**src/rtl/icache_direct.sv**
```systemverilog
// Direct-mapped, one-word-per-block instruction cache with same-cycle hit and blocking miss fill.
// Optional hit/miss counters are compiled in when ICACHE_STATS_EN is defined.
module icache_direct #(
  parameter int unsigned SETS          = 16,
  parameter logic [31:0] RESET_PC_WORD = 32'h0000_0000
) (
  input  logic        CLK,
  input  logic        RST,
  input  logic        imemREN,
  input  logic [31:0] imemaddr,
  input  logic        flush,
  output logic        ihit,
  output logic [31:0] imemload,
  output logic        iREN,
  output logic [31:0] iaddr,
`ifdef ICACHE_STATS_EN
  output logic [31:0] hit_count,
  output logic [31:0] miss_count,
`endif
  input  logic        iwait,
  input  logic [31:0] iload
);

  localparam int unsigned IDXW = $clog2(SETS);
  localparam int unsigned TAGW = 30 - IDXW;

  localparam logic [0:0] IDLE  = 1'b0;
  localparam logic [0:0] FETCH = 1'b1;

  logic [0:0]      state, next_state;
  logic [31:0]     miss_addr;
  logic [SETS-1:0] valid;
  logic [TAGW-1:0] tag_mem  [SETS];
  logic [31:0]     data_mem [SETS];

  logic [IDXW-1:0] req_idx, fill_idx;
  logic [TAGW-1:0] req_tag, fill_tag;
  logic            hit, fill_en, latch_miss;

  assign req_idx  = imemaddr[1+IDXW:2];
  assign req_tag  = imemaddr[31:2+IDXW];
  assign fill_idx = miss_addr[1+IDXW:2];
  assign fill_tag = miss_addr[31:2+IDXW];
  assign hit      = imemREN & valid[req_idx] & (tag_mem[req_idx] == req_tag);

  // Next-state and output decode; hit path is combinational for same-cycle delivery.
  always_comb begin
    next_state = state;
    ihit       = 1'b0;
    imemload   = 32'h0;
    iREN       = 1'b0;
    iaddr      = RESET_PC_WORD;
    fill_en    = 1'b0;
    latch_miss = 1'b0;
    case (state)
      IDLE: begin
        if (hit) begin
          ihit     = 1'b1;
          imemload = data_mem[req_idx];
        end else if (imemREN) begin
          latch_miss = 1'b1;
          next_state = FETCH;
        end
      end
      FETCH: begin
        iREN  = 1'b1;
        iaddr = miss_addr;
        if (!iwait) begin
          fill_en    = 1'b1;
          next_state = IDLE;
        end
      end
      default: next_state = IDLE;
    endcase
    if (flush) begin
      next_state = IDLE;
      fill_en    = 1'b0;
    end
    if (RST) begin
      ihit     = 1'b0;
      imemload = 32'h0;
      iREN     = 1'b0;
      iaddr    = RESET_PC_WORD;
    end
  end

  always_ff @(posedge CLK) begin
    if (RST) begin
      state     <= IDLE;
      miss_addr <= 32'h0;
      valid     <= '0;
    end else begin
      state <= next_state;
      if (latch_miss) miss_addr <= {imemaddr[31:2], 2'b00};
      if (flush) begin
        valid <= '0;
      end else if (fill_en) begin
        valid[fill_idx] <= 1'b1;
      end
    end
  end

  // Line payload needs no reset; valid bits gate every read.
  always_ff @(posedge CLK) begin
    if (!RST && fill_en) begin
      tag_mem[fill_idx]  <= fill_tag;
      data_mem[fill_idx] <= iload;
    end
  end

`ifdef ICACHE_STATS_EN
  // Saturating event counters, cleared only by reset.
  always_ff @(posedge CLK) begin
    if (RST) begin
      hit_count  <= 32'h0;
      miss_count <= 32'h0;
    end else begin
      if (ihit && hit_count != 32'hFFFF_FFFF) hit_count <= hit_count + 32'd1;
      if (state == IDLE && next_state == FETCH && miss_count != 32'hFFFF_FFFF)
        miss_count <= miss_count + 32'd1;
    end
  end
`endif

endmodule

```
**config.mk**
```make
export PLATFORM = sky130hd
export DESIGN_NAME = icache_direct
export DESIGN_NICKNAME = d
export VERILOG_FILES = /design/src/rtl/icache_direct.sv
export SDC_FILE = /design/constraint.sdc
export NUM_CORES = 1
export LEC_CHECK = 0
export BUFFER_PORTS_ARGS = -buffer_cell sky130_fd_sc_hd__buf_2
export CAP_MARGIN = 25
export CORE_UTILIZATION = 45
export DETAILED_ROUTE_END_ITERATION = 7
export PLACE_DENSITY = 0.67
export SETUP_SLACK_MARGIN = 0.5
export SLEW_MARGIN = 40
export SYNTH_ARGS = -nofsm -noshare
export SYNTH_HDL_FRONTEND = slang
export SYNTH_SLANG_ARGS = --single-unit
```
**constraint.sdc**
```tcl
create_clock -name CLK -period 5.28 [get_ports CLK]
set_input_delay 0.528 -clock CLK [delete_from_list [all_inputs] [get_ports CLK]]
set_output_delay 0.528 -clock CLK [all_outputs]
set_load 0.02 [all_outputs]
```
Yosys cells after proc, flatten, opt, wreduce, memory -nomap -nowiden
Memory sizes are Yosys's and may differ from the RTL's.
Index checks and enable logic that the tools add are counted.
- add/subtract/negate cells: 0
- multipliers: 0
- div/mod/pow operators: 0
- magnitude comparators: 3
- equal/unequal tests: 1
- shift-type cells: 0
- mux-type cells: 24
- bitwise logic cells: 4
- reductions and logical operators: 4
- operators by type and width (cell ; count):
    $mux 32 ; 5
    $eq 26x26->1 ; 1
    $mux 1 ; 16
    $or 16x16->16 ; 1
    $lt 4x5->1 const B ; 2
    $bmux 1 s4 ; 1
    $demux 1 s4 ; 1
    $ge 4x1->1 const B ; 1
    $and 1x1->1 ; 2
    $logic_and 1x1->1 ; 2
    $pmux 1 s2 ; 1
    $reduce_or 2->1 ; 1
    $logic_not 1->1 ; 1
    $not 1->1 ; 1
- register bits: 47
- latch bits: 0
- RAM bits: 928
- ROM bits: 0
- memories kept: 2
- memories (memory ; depth ; width ; read ports ; clocked after memory_dff ; wr ports ; line ; text):
    data_mem ; 16 ; 32 ; 1 ; 0 ; 1 ; 34 ; logic [31:0] data_mem [SETS];
    tag_mem ; 16 ; 26 ; 1 ; 0 ; 1 ; 33 ; logic [TAGW-1:0] tag_mem [SETS];

Longest topological paths before layout
Gate-level depths: netlist of the first run.
- depth in word-level cells: 7
- gate-level depth with buffers: 14
- gate-level depth less buffers: 8

Worst setup path before layout of the first run
OpenSTA, ideal clock, no wires.
- path kind: input-to-reg
- start point: input port RST
- end point: memory data_mem[0][0], enable pin
- library setup time: 0.474 ns
- arrival: 3.744 ns
- required time: 4.806 ns
- slack: 1.062 ns
- stages: 4
- path buffers: 2
- cell sequence: clkbuf_1 -> clkbuf_1 -> or3_1 -> nor2_1
- word-level cells in the longest chain between the ends: 4
- RTL lines (element ; line ; text):
    start: declaration ; 8 ; input logic RST,
    $logic_not 1->1 ; 105 ; if (!RST && fill_en) begin
    $logic_and 1x1->1 ; 105 ;
    $mux 1 ; 105 ;
    $mux 1 (implied by the code) ; 107 ; data_mem[fill_idx] <= iload;
    end: declaration ; 34 ;
Every way passes these cells.

Worst setup path in the final report of the first run
- start point: input port imemaddr[4]
- end point: output port imemload[23]
- word-level cells in the longest chain between the ends: 7
- elaborated cells between the ends (all ways): 10
- classes of those cells: eq/ne: 1; mux: 5; bitwise: 2; memory: 2
- RTL lines (element ; line ; text):
    start: declaration ; 10 ; input logic [31:0] imemaddr,
    parallel branches: the longest is 4 deep, another holds $mem_v2 16x26 ; -- ;
    $mux 32 * ; 57 ; if (hit) begin
    $mux 32 * ; 55 ; case (state)
    $mux 32 * ; 79 ; if (RST) begin
    end: declaration ; 13 ; output logic [31:0] imemload,
Mark *: on every way between the ends. The select of a mux whose other input is x is not followed.

==> results of run 1 <==
-- routing by layer --
metal | GRT usage | up-vias | share of wire
met5 | 0 | - | 0.00069
met4 | 0.04173 | 8 | 0.016
met3 | 0.03535 | 122 | 0.070
met2 | 0.3210 | 806 | 0.47
met1 | 0.3076 | 10680 | 0.44
li1 | - | 8540 | -
-- cell families (layout without fill, tap and decap cells) --
family / after synthesis / in the layout
AO/OA/AOI/OAI: 137 / 137
other: 1 / 4
AND/OR/NAND/NOR: 397 / 397
buffers and inverters: 135 / 382
flip-flops: 975 / 975
XOR/XNOR: 11 / 11
multiplexers: 335 / 335
-- stage by stage --
step,power (mW),hold WS [ps],cells,setup WS (ps),instance area (µm²)
after floorplan,9.296,431.5,1992,1062,39310
after global placement,9.559,443.4,3207,462.4,41450
after detailed placement,9.590,459.9,3213,424.0,41590
after CTS,16.60,106.0,3393,557.2,44890
after global routing,16.95,139.5,3394,734.2,44920
final,16.49,145.3,3396,869.4,44930
-- placed cells by master (no fill, tap or decap), types with 41 or more instances in the layout --
cell       instances
buf_2            127
buf_4             41
clkbuf_16         97
dfxtp_1           47
edfxtp_1         928
mux2i_1           87
mux4_2           233
nand2_1           80
nand4_1           67
nor2b_1           43
-- state kept, by name (all words and copies together) (netlist names) --
| signal | cells |
|---|---|
| state | 1 |
| miss_addr | 30 |
| tag_mem | 416 |
| data_mem | 512 |
| valid | 16 |
-- repair_timing --
action                                  4_1_cts  5_1_grt
hold endpoints to repair                      0        0
pin swaps                                     0        1
endpoints found under the setup margin       26       28
gates resized for setup                       2        0
setup buffers                                 0        1
-- layout make-up --
class / instances / area, µm²
Fill cell: 6735 / 41690
Sequential cell: 975 / 28810
Multi-Input combinational cell: 882 / 9874
Clock buffer: 112 / 2484
Timing Repair Buffer: 195 / 1473
Tap cell: 1155 / 1445
Clock inverter: 68 / 810.8
Inverter: 7 / 27.53
Antenna cell: 2 / 5.005
-- where the power goes --
group | internal [mW] | switching, mW | leakage [nW]
Sequential | 8.54 | 0.126 | 8.72
Clock | 4.14 | 2.92 | 1.60
Combinational | 0.326 | 0.431 | 4.12
Total | 13.0 | 3.48 | 14.4
-- path summary, 6_finish.rpt --
kind / endpoint / start
worst min-delay path: state / iwait
worst max register to register: miss_addr[13] / tag_mem[12][3]
worst min register to register: valid[1] / valid[1]
worst max-delay path: imemload[23] / imemaddr[4]
-- worst max-delay path: cells and delay by family --
kind | cells | cell delay, ps
AOI/OAI and AO/OA | 3 | 820
buffers and inverters | 5 | 1310
muxes | 1 | 380
and+or+nand+nor | 3 | 720
==> flow_metrics.py, run 1 <==
metrics = {
    "cells_and_area": {
        "drive_above_1_share": 0.2925,
        "nNetsFinal": 2227,
        "fin_util": 0.5187,
        "syn_to_final_growth_pct": 14.30,
    },
    "cts": {
        "cts.sinks": 975,
        "clk_pin_slew_ps": 60,
        "clkLatencyLatePin_ps": 660,
        "cts_buffer_depth": 3,
        "cts_buffers": 97,
        "cts_hold_buffers": 0,
        "root_buffer": "clkbuf_16",
        "h-tree-depth": 3,
        "cts_tree": "yes",
    },
    "logic_synthesis": {
        "synth_top_family_by_area": "multiplexers",
        "muxShareOfSynthArea": 0.1600,
        "synthXorXnorAreaFrac": 0.002451,
        "post-synth-top-area-cell": "edfxtp_1",
        "ys_top_cells_by_area": "edfxtp_1 (71%), mux4_2 (13%), dfxtp_1 (2.4%)",
        "yosysTopAreaCellShare": 0.7090,
        "synth_seq_area_share": 0.7329,
        "synth_fa_ha_area_frac": 0,
        "synth-seq-cells": 975,
        "netlist_instances": 1991,
        "synth-edff-count": 928,
        "synth-simple-area-share": 0.06102,
        "yosysWarnings": 0,
        "yosys-top-cells-count": "edfxtp_1 (928), mux4_2 (233), mux2i_1 (87)",
        "synth_compound_area_frac": 0.02375,
        "yosysMostFrequentCell": "edfxtp_1",
        "syn_avg_cell_area_um2": 19.74,
        "dominantRegCellSynth": "edfxtp_1",
        "synth_cell_types": 63,
        "postSynth.asyncResetShare": 0,
        "synth_area_um2": 39310,
    },
    "pwr": {
        "power_density_nw_per_um2": 367.0,
        "p_leak_nw": 14.44,
        "max-vdd-ir-drop_v": 0.0002826,
    },
    "floorplan": {
        "io_pins": 135,
        "start_util": 0.4538,
        "die-area_um2": 88530,
        "die_w_um": 297.5,
        "rows": 108,
        "core_area_um2": 86620,
        "die_h_um": 297.5,
    },
    "worst_setup_path": {
        "required_ps": 4750,
        "crit_top_cell": "buf_12",
        "cp_max_fo": 48,
        "rrSetupSlack_ps": 1900,
        "crit_arrival_ps": 3880,
        "slowest_delay_ps": 470,
        "rr_worst_depth": 9,
        "crit_type": "in2out",
        "slowest_stage": "a311oi_1",
        "cp-end-kind": "primary output",
        "startpoint_type": "primary input",
        "path_cells": "buf_8 -> buf_4 -> mux2_2 -> o2111ai_1 -> a21oi_1 -> a311oi_1 -> and4_1 -> nand4b_4 -> buf_12 -> buf_12 -> nor3b_2 -> buf_2",
    },
    "place": {
        "gp_congestion": 0.8530,
        "dp_hpwl_mm": 49.61,
        "port_buffers": 130,
    },
    "sta": {
        "tns_ps": 0,
        "period_minus_slack_ps": 4411,
        "period_share": 0.8353,
        "max_freq_ghz": 0.2267,
        "tightest_slew_ps": 819.7,
        "setup_viol": 0,
        "grt_setup_unrepaired": "no",
        "drv_slew": 0,
        "slew_headroom": 0.4461,
        "final-hold-violation-count": 0,
        "finClkSkew_ps": 48.80,
    },
    "grt": {
        "grt_pass1_vias": 20410,
        "antenna_found_initial": 4,
        "track_usage": 0.2061,
        "grt_pass1_wl_mm": 134.8,
        "grt_max_degree": 125,
        "grt-ovfl-total": 0,
    },
    "hold_path": {
        "min_delay_path_depth": 3,
        "hold_class": "in2reg",
    },
    "routing": {
        "drc": 0,
        "routed_wl_mm": 90.77,
        "drt-initial-drc-count": 2053,
        "dr.pass1.iters": 5,
        "vias_per_cell": 5.935,
        "ant_nets": 0,
        "wl_per_cell_um": 26.73,
        "vias": 20160,
    },
    "job": {
        "drv_cap": 0,
    },
    "run_status": {
        "status": "finished clean",
    },
}
Note: power is estimated with default switching activity, not from simulation.
==> inputs of run 2 (changes only) <==
--- a/config.mk
+++ b/config.mk
@@ -5,6 +5,7 @@
 export SDC_FILE = /design/constraint.sdc
 export NUM_CORES = 1
 export LEC_CHECK = 0
+export ABC_AREA = 1
 export BUFFER_PORTS_ARGS = -buffer_cell sky130_fd_sc_hd__buf_2
 export CAP_MARGIN = 25
 export CORE_UTILIZATION = 45
==> constraint.sdc (replaced) <==
create_clock -name CLK -period 4.2 [get_ports CLK]
set_input_delay 0.42 -clock CLK [delete_from_list [all_inputs] [get_ports CLK]]
set_output_delay 0.42 -clock CLK [all_outputs]
set_load 0.02 [all_outputs]
==> run 2 against run 1 <==
Global-route usage is 2.4 points higher. Sequential cell count unchanged. Sequential power grew 25%. Combinational power grew 55%. First-iteration DRC count up 28%. Worst hold slack worse by 100 ps. Non-clock buffer count increased by 32. Critical path depth grew 6. Sequential share of layout area fell by 1.4 points.
==> flow_metrics.py, run 2 <==
metrics = {
    "logic_synthesis": {
        "synth-edff-count": 928,
        "synth_cell_types": 24,
        "dominantRegCellSynth": "edfxtp_1",
        "yosysTopAreaCellShare": 0.6982,
        "synth_seq_area_share": 0.7218,
        "ys_top_cells_by_area": "edfxtp_1 (70%), nand2_1 (9.3%), nand3_1 (3.8%)",
        "synth_area_um2": 39910,
        "yosysMostFrequentCell": "nand2_1",
        "yosysWarnings": 0,
        "yosys-top-cells-count": "nand2_1 (992), edfxtp_1 (928), nand3_1 (306)",
        "netlist_instances": 3477,
        "synth-seq-cells": 975,
        "post-synth-top-area-cell": "edfxtp_1",
        "syn_avg_cell_area_um2": 11.48,
        "postSynth.asyncResetShare": 0,
    },
    "routing": {
        "wl_per_cell_um": 22.08,
        "drt-initial-drc-count": 2630,
        "routed_wl_mm": 106.5,
        "vias_per_cell": 5.605,
        "ant_nets": 0,
        "vias": 27030,
        "dr.pass1.iters": 5,
        "drc": 0,
    },
    "cells_and_area": {
        "syn_to_final_growth_pct": 15.04,
        "nNetsFinal": 3653,
        "drive_above_1_share": 0.1105,
        "top_register": "data_mem",
        "final_common_cell": "nand2_1",
        "largest_reg_flops": 512,
        "final_cell_mix": "nand2_1 (991), edfxtp_1 (928), nand3_1 (301)",
        "stdcell_count": 4822,
        "largestRegisters": "data_mem (512), tag_mem (416), miss_addr (30)",
        "n_fill_cell": 7366,
        "fin_util": 0.5260,
    },
    "worst_setup_path": {
        "cp_max_fo": 33,
        "required_ps": 3780,
        "startpoint_type": "flop",
        "r2r_start": "state",
        "rrSetupSlack_ps": 1370,
        "crit_arrival_ps": 3260,
        "worstReg2RegEnd": "tag_mem[11][6]",
        "crit_type": "reg2out",
        "rr_worst_depth": 7,
        "cp-end-kind": "primary output",
    },
    "cts": {
        "clkLatencyLatePin_ps": 670,
        "root_buffer": "clkbuf_16",
        "cts_buffers": 97,
        "h-tree-depth": 3,
        "cts_tree": "yes",
        "cts.sinks": 975,
        "cts_buffer_depth": 3,
        "clk_pin_slew_ps": 60,
    },
    "floorplan": {
        "die_w_um": 299.8,
        "start_util": 0.4572,
        "die_h_um": 299.8,
        "io_pins": 135,
        "rows": 108,
        "die-area_um2": 89890,
        "core_area_um2": 87290,
    },
    "hold_path": {
        "min_delay_path_depth": 3,
        "hold_class": "in2reg",
        "min-delay-start": "iwait",
        "whs_endpoint": "state",
    },
    "sta": {
        "period_minus_slack_ps": 3676,
        "tns_ps": 0,
        "tightest_slew_ps": 826.5,
        "period_share": 0.8752,
        "max_freq_ghz": 0.2721,
        "grt_setup_unrepaired": "yes",
        "drv_slew": 0,
        "slew_headroom": 0.4490,
        "setup_viol": 0,
        "finClkSkew_ps": 46.79,
        "timing.hold.ws_ps": 45.11,
        "final-hold-violation-count": 0,
    },
    "grt": {
        "antenna_found_initial": 9,
        "grt-busiest-layer": "met2",
        "grt_pass1_wl_mm": 156.3,
        "grt_util_met3": 0.03064,
        "use_met1": 0.3173,
        "grt_pass1_vias": 25380,
        "track_usage": 0.2301,
        "grt-ovfl-total": 0,
        "grt_max_degree": 111,
        "grt_use_met2": 0.3727,
    },
    "pwr": {
        "p_clk_frac": 0.420,
        "pwr-share-comb": 0.057,
        "max-vdd-ir-drop_v": 0.0003820,
        "p_leak_nw": 17.00,
        "power_switching_mw": 4.578,
        "p_int_mw": 16.06,
        "totalPowerFinal_mw": 20.64,
        "p_seq_frac": 0.523,
        "swShare": 0.2218,
        "power_density_nw_per_um2": 449.4,
    },
    "job": {
        "drv_cap": 0,
    },
    "place": {
        "port_buffers": 130,
        "gp_congestion": 0.8702,
        "dp.cells": 4631,
        "dp_hpwl_mm": 55.19,
    },
    "run_status": {
        "status": "finished clean",
    },
}
-- run 2: cell type report --
| class | count | area (µm²) | share of cell area |
|---|---|---|---|
| Timing Repair inverter | 1 | 11.26 | 0.0002452 |
| Sequential cell | 975 | 28810 | 0.6274 |
| Antenna cell | 1 | 2.502 | 0.00005450 |
| Multi-Input combinational cell | 2062 | 9565 | 0.2083 |
| Timing Repair Buffer | 227 | 2006 | 0.04368 |
| Tap cell | 1155 | 1445 | 0.03147 |
| Clock inverter | 55 | 594.3 | 0.01294 |
| Clock buffer | 126 | 2609 | 0.05682 |
| Inverter | 220 | 875.8 | 0.01907 |
-- run 2: logic make-up (layout without fill, tap and decap cells) --
logic type,after synthesis,after routing,synth area share
AO/OA/AOI/OAI,524,524,0.07903
buffers and inverters,441,629,0.04464
flip-flops,975,975,0.7218
other,1,3,0.00009395
AND/OR/NAND/NOR,1536,1536,0.1545
-- run 2: routing by layer --
metal,up-vias,part of all wire
li1,12410,-
met1,13190,0.42
met2,1175,0.47
met3,238,0.078
met4,14,0.034
met5,-,0.00085
-- run 2: through the flow --
step	setup slack, ps	instance area [µm²]
CTS	507.3	45620
floorplan	-1250	39960
detailed placement	370.7	42370
finish	524.2	45920
global route	397.7	45920
global placement	384.9	42300
-- run 2: power by group through the flow --
stage	logic [mW]	registers, mW	clock network, mW
finish	1.17	10.8	8.67
global route	1.28	10.8	9.12
CTS	1.13	10.8	8.78
detailed placement	1.12	11.0	0
global placement	1.10	11.0	0
floorplan	0.709	11.0	0
-- run 2: repair_timing --
action                                  in CTS  in global routing
endpoints found under the setup margin      11                 27
gates resized for setup                     11                 30
gates cloned                                 0                  5
hold buffers                                 0                  0
buffers inserted                             0                  4
endpoints found under the hold margin        0                  0
-- run 2: critical path, cell delays in order, from the launching register on --
cell and delay [ps]:
edfxtp_1 380, nor2_1 100, nor2_1 40, o21ai_1 70, nand3_1 80, nand3_1 180, nand2_1 100, nand2_1 70
nand2_1 70, nor2_1 100, nand2_1 50, nor2_1 80, nand2_1 120, nor2_1 120, buf_4 160, nand3_2 100
buf_12 200, a21oi_2 270, buf_2 230
-- run 2: worst max-delay path by stage --
stage	from	end	slack [ps]	cells past startpoint
3_3_place_gp	imemaddr[2]	imemload[18]	380	20
4_1_cts	imemaddr[3]	imemload[30]	510	19
3_5_place_dp	imemaddr[2]	imemload[18]	370	20
6_report	tag_mem[10][14]	imemload[29]	520	18
2_1_floorplan	state	data_mem[12][0]	-1250	5
5_1_grt	tag_mem[9][9]	imemload[16]	400	18
